`src/rtl/rvfi_cover_monitor.sv`:
```
// -----------------------------------------------------------------------------
// rvfi_cover_monitor
//
// Retirement-event coverage monitor for the minrv32 RVFI bus. Each cycle, every
// valid retire channel is classified into up to five event classes. Each class
// has a saturating counter, a hit flag and a goal flag. A small run/done state
// machine tracks when every class has reached its target count. The block can
// serve as a set of formal cover targets or as an on-chip self-test progress
// indicator.
//
// Event classes (per valid channel; one retirement may hit several):
//   0 dmemrd : rvfi_mem_rmask != 0
//   1 dmemwr : rvfi_mem_wmask != 0
//   2 long   : insn[1:0] == 2'b11
//   3 compr  : insn[1:0] != 2'b11 when COMPR_EN=1, otherwise every retirement
//   4 trap   : rvfi_trap
//
// Parameters:
//   NRET        retire channels per cycle (1..4)
//   CNT_W       counter width per class (2..16)
//   GOAL        per-class target count (1..2**CNT_W-1)
//   COMPR_EN    selects the meaning of class 3 (see above)
//   START_ARMED 1: the reset state is RUN, 0: the reset state is IDLE
//
// Ports:
//   clk, resetn     clock; synchronous active-low reset
//   rvfi_valid      [NRET]      per-channel retirement valid
//   rvfi_insn       [32*NRET]   channel k at [32k+31:32k]
//   rvfi_trap       [NRET]      per-channel trap
//   rvfi_mem_rmask  [4*NRET]    per-channel read byte mask
//   rvfi_mem_wmask  [4*NRET]    per-channel write byte mask
//   arm             IDLE->RUN request
//   clear           zero the counters and return to the reset state
//   cnt             [5*CNT_W]   class c counter at [CNT_W*c +: CNT_W]
//   hit             [5]         cnt[c] >= 1
//   goal            [5]         cnt[c] >= GOAL
//   done            state == DONE
//   state           [2]         0 IDLE, 1 RUN, 2 DONE (FSM debug view)
//
// There is no handshake on this block. rvfi_* fields of a channel are only
// looked at while that channel's rvfi_valid bit is 1; arm and clear are
// single-cycle level requests sampled on every rising edge of clk.
// -----------------------------------------------------------------------------
module rvfi_cover_monitor #(
  parameter int NRET        = 1,
  parameter int CNT_W       = 8,
  parameter int GOAL        = 2,
  parameter int COMPR_EN    = 0,
  parameter int START_ARMED = 1
) (
  input  logic                 clk,
  input  logic                 resetn,
  input  logic [NRET-1:0]      rvfi_valid,
  input  logic [32*NRET-1:0]   rvfi_insn,
  input  logic [NRET-1:0]      rvfi_trap,
  input  logic [4*NRET-1:0]    rvfi_mem_rmask,
  input  logic [4*NRET-1:0]    rvfi_mem_wmask,
  input  logic                 arm,
  input  logic                 clear,
  output logic [5*CNT_W-1:0]   cnt,
  output logic [4:0]           hit,
  output logic [4:0]           goal,
  output logic                 done,
  output logic [1:0]           state
);

  localparam int NCLS = 5;
  localparam int SUM_W = CNT_W + 3;

  typedef enum logic [1:0] {
    ST_IDLE = 2'd0,
    ST_RUN  = 2'd1,
    ST_DONE = 2'd2
  } state_t;

  localparam state_t RESET_STATE = (START_ARMED != 0) ? ST_RUN : ST_IDLE;

  // Saturation ceiling expressed in the widened sum domain.
  localparam logic [SUM_W-1:0]  SAT_MAX = {3'b000, {CNT_W{1'b1}}};
  localparam logic [CNT_W-1:0]  GOAL_V  = CNT_W'(GOAL);

  state_t state_q, state_d;

  logic [CNT_W-1:0] cnt_q   [NCLS];
  logic [CNT_W-1:0] cnt_d   [NCLS];
  logic [CNT_W-1:0] cnt_sat [NCLS];
  logic [SUM_W-1:0] sum     [NCLS];
  logic [2:0]       inc     [NCLS];

  // Class membership per channel, already qualified by rvfi_valid so that
  // fields of an idle channel can never leak into a count.
  logic [NCLS-1:0]  cls     [NRET];
  logic [NRET-1:0]  unused_insn;

  for (genvar k = 0; k < NRET; k++) begin : g_chan
    logic [1:0] insn_lo;
    logic       compr_hit;

    assign insn_lo   = rvfi_insn[32*k +: 2];
    assign compr_hit = (COMPR_EN != 0) ? (insn_lo != 2'b11) : 1'b1;

    assign cls[k][0] = rvfi_valid[k] & (|rvfi_mem_rmask[4*k +: 4]);
    assign cls[k][1] = rvfi_valid[k] & (|rvfi_mem_wmask[4*k +: 4]);
    assign cls[k][2] = rvfi_valid[k] & (insn_lo == 2'b11);
    assign cls[k][3] = rvfi_valid[k] & compr_hit;
    assign cls[k][4] = rvfi_valid[k] & rvfi_trap[k];

    // Only the length bits of the instruction word matter here.
    assign unused_insn[k] = ^rvfi_insn[32*k+2 +: 30];
  end

  // Per-class population count across channels (0..NRET, fits in 3 bits).
  always_comb begin
    for (int c = 0; c < NCLS; c++) begin
      inc[c] = 3'd0;
      for (int k = 0; k < NRET; k++) begin
        inc[c] = inc[c] + {2'b00, cls[k][c]};
      end
    end
  end

  // Widened add so the carry out of the counter is observable, then clamp.
  always_comb begin
    for (int c = 0; c < NCLS; c++) begin
      sum[c]     = {3'b000, cnt_q[c]} + {{CNT_W{1'b0}}, inc[c]};
      cnt_sat[c] = (sum[c] > SAT_MAX) ? {CNT_W{1'b1}} : sum[c][CNT_W-1:0];
    end
  end

  // Next-state / next-count logic. The DONE decision looks at the counts
  // that are about to be written, so the final counts and done become
  // visible on the same edge.
  logic all_goal_next;

  always_comb begin
    state_d       = state_q;
    all_goal_next = 1'b1;
    for (int c = 0; c < NCLS; c++) begin
      cnt_d[c] = cnt_q[c];
      if (cnt_sat[c] < GOAL_V) begin
        all_goal_next = 1'b0;
      end
    end

    if (clear) begin
      // clear beats any retirement or arm in the same cycle.
      for (int c = 0; c < NCLS; c++) begin
        cnt_d[c] = '0;
      end
      state_d = RESET_STATE;
    end else begin
      unique case (state_q)
        ST_IDLE: begin
          if (arm) begin
            state_d = ST_RUN;
          end
        end
        ST_RUN: begin
          for (int c = 0; c < NCLS; c++) begin
            cnt_d[c] = cnt_sat[c];
          end
          if (all_goal_next) begin
            state_d = ST_DONE;
          end
        end
        ST_DONE: begin
          state_d = ST_DONE;
        end
        default: begin
          state_d = RESET_STATE;
        end
      endcase
    end
  end

  always_ff @(posedge clk) begin
    if (!resetn) begin
      state_q <= RESET_STATE;
      for (int c = 0; c < NCLS; c++) begin
        cnt_q[c] <= '0;
      end
    end else begin
      state_q <= state_d;
      for (int c = 0; c < NCLS; c++) begin
        cnt_q[c] <= cnt_d[c];
      end
    end
  end

  for (genvar c = 0; c < NCLS; c++) begin : g_out
    assign cnt[CNT_W*c +: CNT_W] = cnt_q[c];
    assign hit[c]                = (cnt_q[c] != '0);
    assign goal[c]               = (cnt_q[c] >= GOAL_V);
  end

  assign done  = (state_q == ST_DONE);
  assign state = state_q;

endmodule

```
`config.mk`:
```
export PLATFORM = sky130hd
export DESIGN_NAME = rvfi_cover_monitor
export DESIGN_NICKNAME = d
export VERILOG_FILES = /design/src/rtl/rvfi_cover_monitor.sv
export SDC_FILE = /design/constraint.sdc
export NUM_CORES = 1
export LEC_CHECK = 0
export ABC_AREA = 1
export BUFFER_PORTS_ARGS = -buffer_cell sky130_fd_sc_hd__buf_2
export CAP_MARGIN = 20
export CORE_MARGIN = 1.5
export CORE_UTILIZATION = 35
export CTS_CLUSTER_SIZE = 24
export DETAILED_ROUTE_END_ITERATION = 7
export GPL_TIMING_DRIVEN = 1
export MAX_ROUTING_LAYER = met4
export SETUP_SLACK_MARGIN = 0.1
export SLEW_MARGIN = 20
export SYNTH_ARGS = -nofsm -noshare
export SYNTH_HDL_FRONTEND = slang
export SYNTH_SLANG_ARGS = --single-unit
```
`constraint.sdc`:
```
create_clock -name clk -period 3.2 [get_ports clk]
set_clock_uncertainty 0.05 [all_clocks]
set_input_delay 0.8 -clock clk [delete_from_list [all_inputs] [get_ports clk]]
set_output_delay 0.8 -clock clk [all_outputs]
set_load 0.05 [all_outputs]
```
## Word level (Yosys, flattened, before mapping)

Memory sizes are Yosys's and may differ from the RTL's.
Index checks and enable logic that the tools add are counted.

- Add/sub/neg operators: 5
- Mux-type cells: 22
- Bitwise operators: 10
- Equal/unequal tests: 5
- Order comparisons: 15
- Reduce and logical (&&, ||, !) cells: 10

Operators with widths:

| kind | count |
|---|---|
| $mux 40 | 2 |
| $mux 8 | 10 |
| $add 8x1->9 | 5 |
| $gt 9x8->1 const B | 5 |
| $ge 8x2->1 const B | 5 |
| $lt 8x2->1 const B | 5 |
| $reduce_bool 8->1 | 5 |
| $reduce_or 4->1 | 2 |
| $mux 1 | 7 |
| $pmux 2 s3 | 1 |
| $or 1x1->1 | 5 |
| $and 1x1->1 | 4 |
| $eq 2x2->1 const B | 2 |
| $mux 2 | 2 |
| $ne 2x2->1 const B | 2 |
| $eq 2x1->1 const B | 1 |
| $logic_not 2->1 | 1 |
| $reduce_and 2->1 | 1 |
| $reduce_or 2->1 | 1 |
| $not 1->1 | 1 |

- Memories kept: 1
- Memory bits (writable): 40
- Output and inout bits: 53
- Bits of input ports: 46
- Bits in registers: 2

Memory list:

| name | depth | bits a word | rd ports | clocked after Yosys merged registers in | wr ports | RTL line | source |
|---|---|---|---|---|---|---|---|
| cnt_q | 5 | 8 | 5 | 0 | 5 | 84 | `logic [CNT_W-1:0] cnt_q [NCLS];` |

## Depth between registers and ports, before layout

- Word-level depth: 13
- Depth in mapped cells: 20

## Worst setup path before layout

No wires, ideal clock.

- Path kind: register to output
- Start point: mem cnt_q[4][2] (netlist: cnt_q[0][34])
- End point: out hit[4]
- Slack: 255 ps
- Cell stages (with the launch flop): 5
- Arrival time: 2,095 ps
- Path buffers: 1
- Cell sequence: dfxtp_1 -> buf_4 -> nor4_1 -> nand4_1 -> or2_2

RTL lines:

| element | RTL line | source |
|---|---|---|
| from (decl) | 84 |  |
| to (decl) | 61 | `output logic [4:0] hit,` |

## Worst setup path after layout

- Start point: in rvfi_mem_wmask[1]
- End point: reg state_q[1] (netlist: state[1])

- Longest elaborated chain between the ends: 12

RTL lines:

| element | RTL line | source |
|---|---|---|
| from (decl) | 57 | `input logic [4*NRET-1:0] rvfi_mem_wmask,` |
| $reduce_or 4->1 * | 103 | `assign cls[k][1] = rvfi_valid[k] & (\|rvfi_mem_wmask[4*k +: 4]);` |
| $and 1x1->1 * | 103 |  |
| $add 8x1->9 * | 125 | `sum[c] = {3'b000, cnt_q[c]} + {{CNT_W{1'b0}}, inc[c]};` |
| $gt 9x8->1 | 126 | `cnt_sat[c] = (sum[c] > SAT_MAX) ? {CNT_W{1'b1}} : sum[c][CNT_W-1:0];` |
| $mux 8 * | 126 |  |
| $lt 8x2->1 * | 140 | `if (cnt_sat[c] < GOAL_V) begin` |
| $mux 1 * (4 in series) | 140 |  |
| $ne 2x2->1 (no line) * | -- |  |
| $reduce_and 2->1 (no line) * | -- |  |
| to (signal assigned) | 183 | `state_q <= state_d;` |
| to (decl) | 82 | `state_t state_q, state_d;` |

Mark *: on every way between the ends. The rest lies on a longest branch, timed or not.
A chain may end at the register's enable or synchronous reset.

==> flow_summary.ini <==
[setup_path]
path_class = in2reg
endpoint = state[1]
slowest_delay_ns = 0.30
critical_path_required_ns = 3.34
r2r_cells = 17
worstReg2RegStart = cnt_q[0][32]
r2r_end = state[1]
cp_cell_sequence = buf_2 > nor4_1 > nor2_1 > ha_1 > ha_1 > nor2_1 > nor2_1 > nor2_1 > nand2_1 > nor2_1 > nand3_1 > nand2_1 > nor2_2 > nand2_1 > nand2_2 > a21oi_1 > nor2_1
crit_slowest_cell = nor4_1
cp_data_arrival_time_ns = 2.78
crit_fanout = 4
critPathLaunchType = primary input
crit_path_end_kind = register
crit_start = rvfi_mem_wmask[1]
timing.critical_path.mode_cell = nor2_1
reg2reg_slack_ns = 1.03

[grt]
grt_max_degree = 22
overflow = 0
grt_pass1_wl_um = 11800
grtUsageTotal_pct = 17.5
grt_pass1_vias = 2611
antenna_found_initial = 0

[synthesis]
yosysUniqueCellTypes = 33
synth_largest_area_cell = dfxtp_1
synth_warnings = 0
yosys-top-cells-area = dfxtp_1, nand2_1, inv_1, nor2_1, ha_1
ys_async_sr_fraction_pct = 0
syn_inst = 421
synthTopCellsByCount = nand2_1, inv_1, nor2_1
ys_seq_area_share_pct = 30.2
yosysMostFrequentCell = nand2_1
avgSynthCellArea_um2 = 6.62
synthFlopType = dfxtp_1
synth.cell_area_mm2 = 0.00279
synthesis.nets = 480
yosysTopAreaCellShare_pct = 30.2
ys_seq_elements = 42
synth_edf_count = 0

[routing]
drtPass1Iterations = 4
wl_per_cell_um = 11.8
vias = 2908
postRouteAntennaNets = 0
drt_iter0_markers = 115
routed_wirelength_um = 7020
drc_errors = 0
viasPerCell = 4.90

[power_and_ir_drop]
p_per_area_mw_per_mm2 = 307
leakage_nw = 1.89
max-vdd-ir-drop_mv = 0.143

[clocking]
insertion_delay_ns = 0.30
cts_buffers = 5
cts-htree-levels = 2
cts_resized = 0
holdBufCountCts = 0
clk_pin_slew_worst_paths_ns = 0.09
root_buffer = clkbuf_8
cts_tree = built
postCtsSetupRepairBufs = 0
clk_path_buf_depth = 2
numClockSinks = 42

[floorplanning]
die_y_um = 92.2
core_area_mm2 = 0.00773
die_area_mm2 = 0.00851
io_pins = 99
dieWidth_um = 92.2
row_count = 32
start_util_pct = 36.1

[cells_and_area]
drive_above_1_share_pct = 21.3
syn_to_final_growth_pct = 20.3
final_nets = 550
nFillCells = 800
num_antenna_cells = 0

[sta]
max_slew.worst_pin.slew_ns = 0.525
relSlewSlack_pct = 64.8
setup_viol = 0
final.setup.tns_ns = 0
whs_ns = 0.476
drv_slew = 0
rsz0062_at_grt = false
fin_crit_ns = 2.64
timing.fmax_ghz = 0.378
finalHoldViolCount = 0
fin_crit_sh_pct = 82.6

[outcome]
outcome = complete, no violations

[min_path]
hp-start = cnt_q[0][16]
hold_class = reg2reg

[run]
max_cap_viol_count = 0

[placement]
place_congestion = 0.921
port_buffers = 68
dp_hpwl_um = 5340
## area by class of cell
| type | instances | area (µm²) | area share [%] |
|---|---|---|---|
| tap | 102 | 128 | 3.80 |
| inverter | 73 | 274 | 8.17 |
| multi-input combinational | 296 | 1620 | 48.4 |
| timing repair buffer | 73 | 378 | 11.3 |
| clock buffer | 8 | 110 | 3.28 |
| sequential | 42 | 841 | 25.1 |
## cells in the final DEF, fill, tap and decap left out, drive strengths merged
cell / count
o31ai: 1
or2: 1
xnor2: 3
o221ai: 3
clkbuf: 8
nor4: 7
a221oi: 13
nand3: 32
xor2: 7
o21ai: 19
o221a: 1
a211oi: 3
nor3: 3
clkinv: 3
buf: 73
a21oi: 14
ha: 13
nand2: 97
dfxtp: 42
nand4: 9
nand3b: 2
a31oi: 1
inv: 70
o211ai: 4
o21bai: 1
nor2: 62
## layer usage
metal	global-route usage [%]	part of all wire, %	vias up
li1	-	-	1533
met1	22.9	48	1277
met2	27.6	45	92
met3	3.23	6.0	6
met4	5.00	0.78	0
met5	-	0	-
## power by group
group / total [mW] / internal (mW) / switching (mW) / leakage, nW
registers: 0.530 / 0.526 / 0.00402 / 0.339
clock network: 0.407 / 0.218 / 0.188 / 0.0575
logic: 0.0934 / 0.0288 / 0.0646 / 1.50
## state kept, by name (all words and copies together), names as in the netlist
| signal | flops |
|---|---|
| state | 2 |
| cnt_q | 40 |
## worst min-delay path by stage
stage / endpoint / slack (ns) / depth (start not counted)
5_1_grt: cnt_q[0][16] / 0.52 / 2
3_3_place_gp: state[0] / 0.45 / 2
6_report: cnt_q[0][16] / 0.48 / 2
2_1_floorplan: state[0] / 0.66 / 2
3_5_place_dp: cnt_q[0][16] / 0.47 / 2
4_1_cts: state[0] / 0.48 / 2
## critical path: cells and delay by family
family          cells  cell delay [ns]
simple gates       13             1.28
fa+ha+maj           2             0.48
compound gates      1             0.13
buf+inv             1             0.09
## kinds of logic after synthesis
family                   share of synthesized area, %
flip-flops                                       30.2
buffers and inverters                            11.6
adder cells (fa/ha/maj)                          5.83
AO/OA/AOI/OAI                                    14.1
XOR/XNOR                                         3.14
AND/OR/NAND/NOR                                  35.1
## stage by stage
| step | setup slack [ns] | cell area [µm²] | util [%] | total power, mW | std cells |
|---|---|---|---|---|---|
| after floorplan | 0.255 | 2790 | - | 0.606 | 421 |
| after global placement | 0.300 | 3240 | 42.0 | 0.635 | 586 |
| after detailed placement | 0.255 | 3240 | 42.0 | 0.636 | 586 |
| after CTS | 0.564 | 3350 | 43.4 | 1.04 | 594 |
| after global routing | 0.367 | 3350 | 43.4 | 1.07 | 594 |
| final | 0.556 | 3350 | 43.4 | 1.03 | 594 |
(Power assumes the default switching activity.)
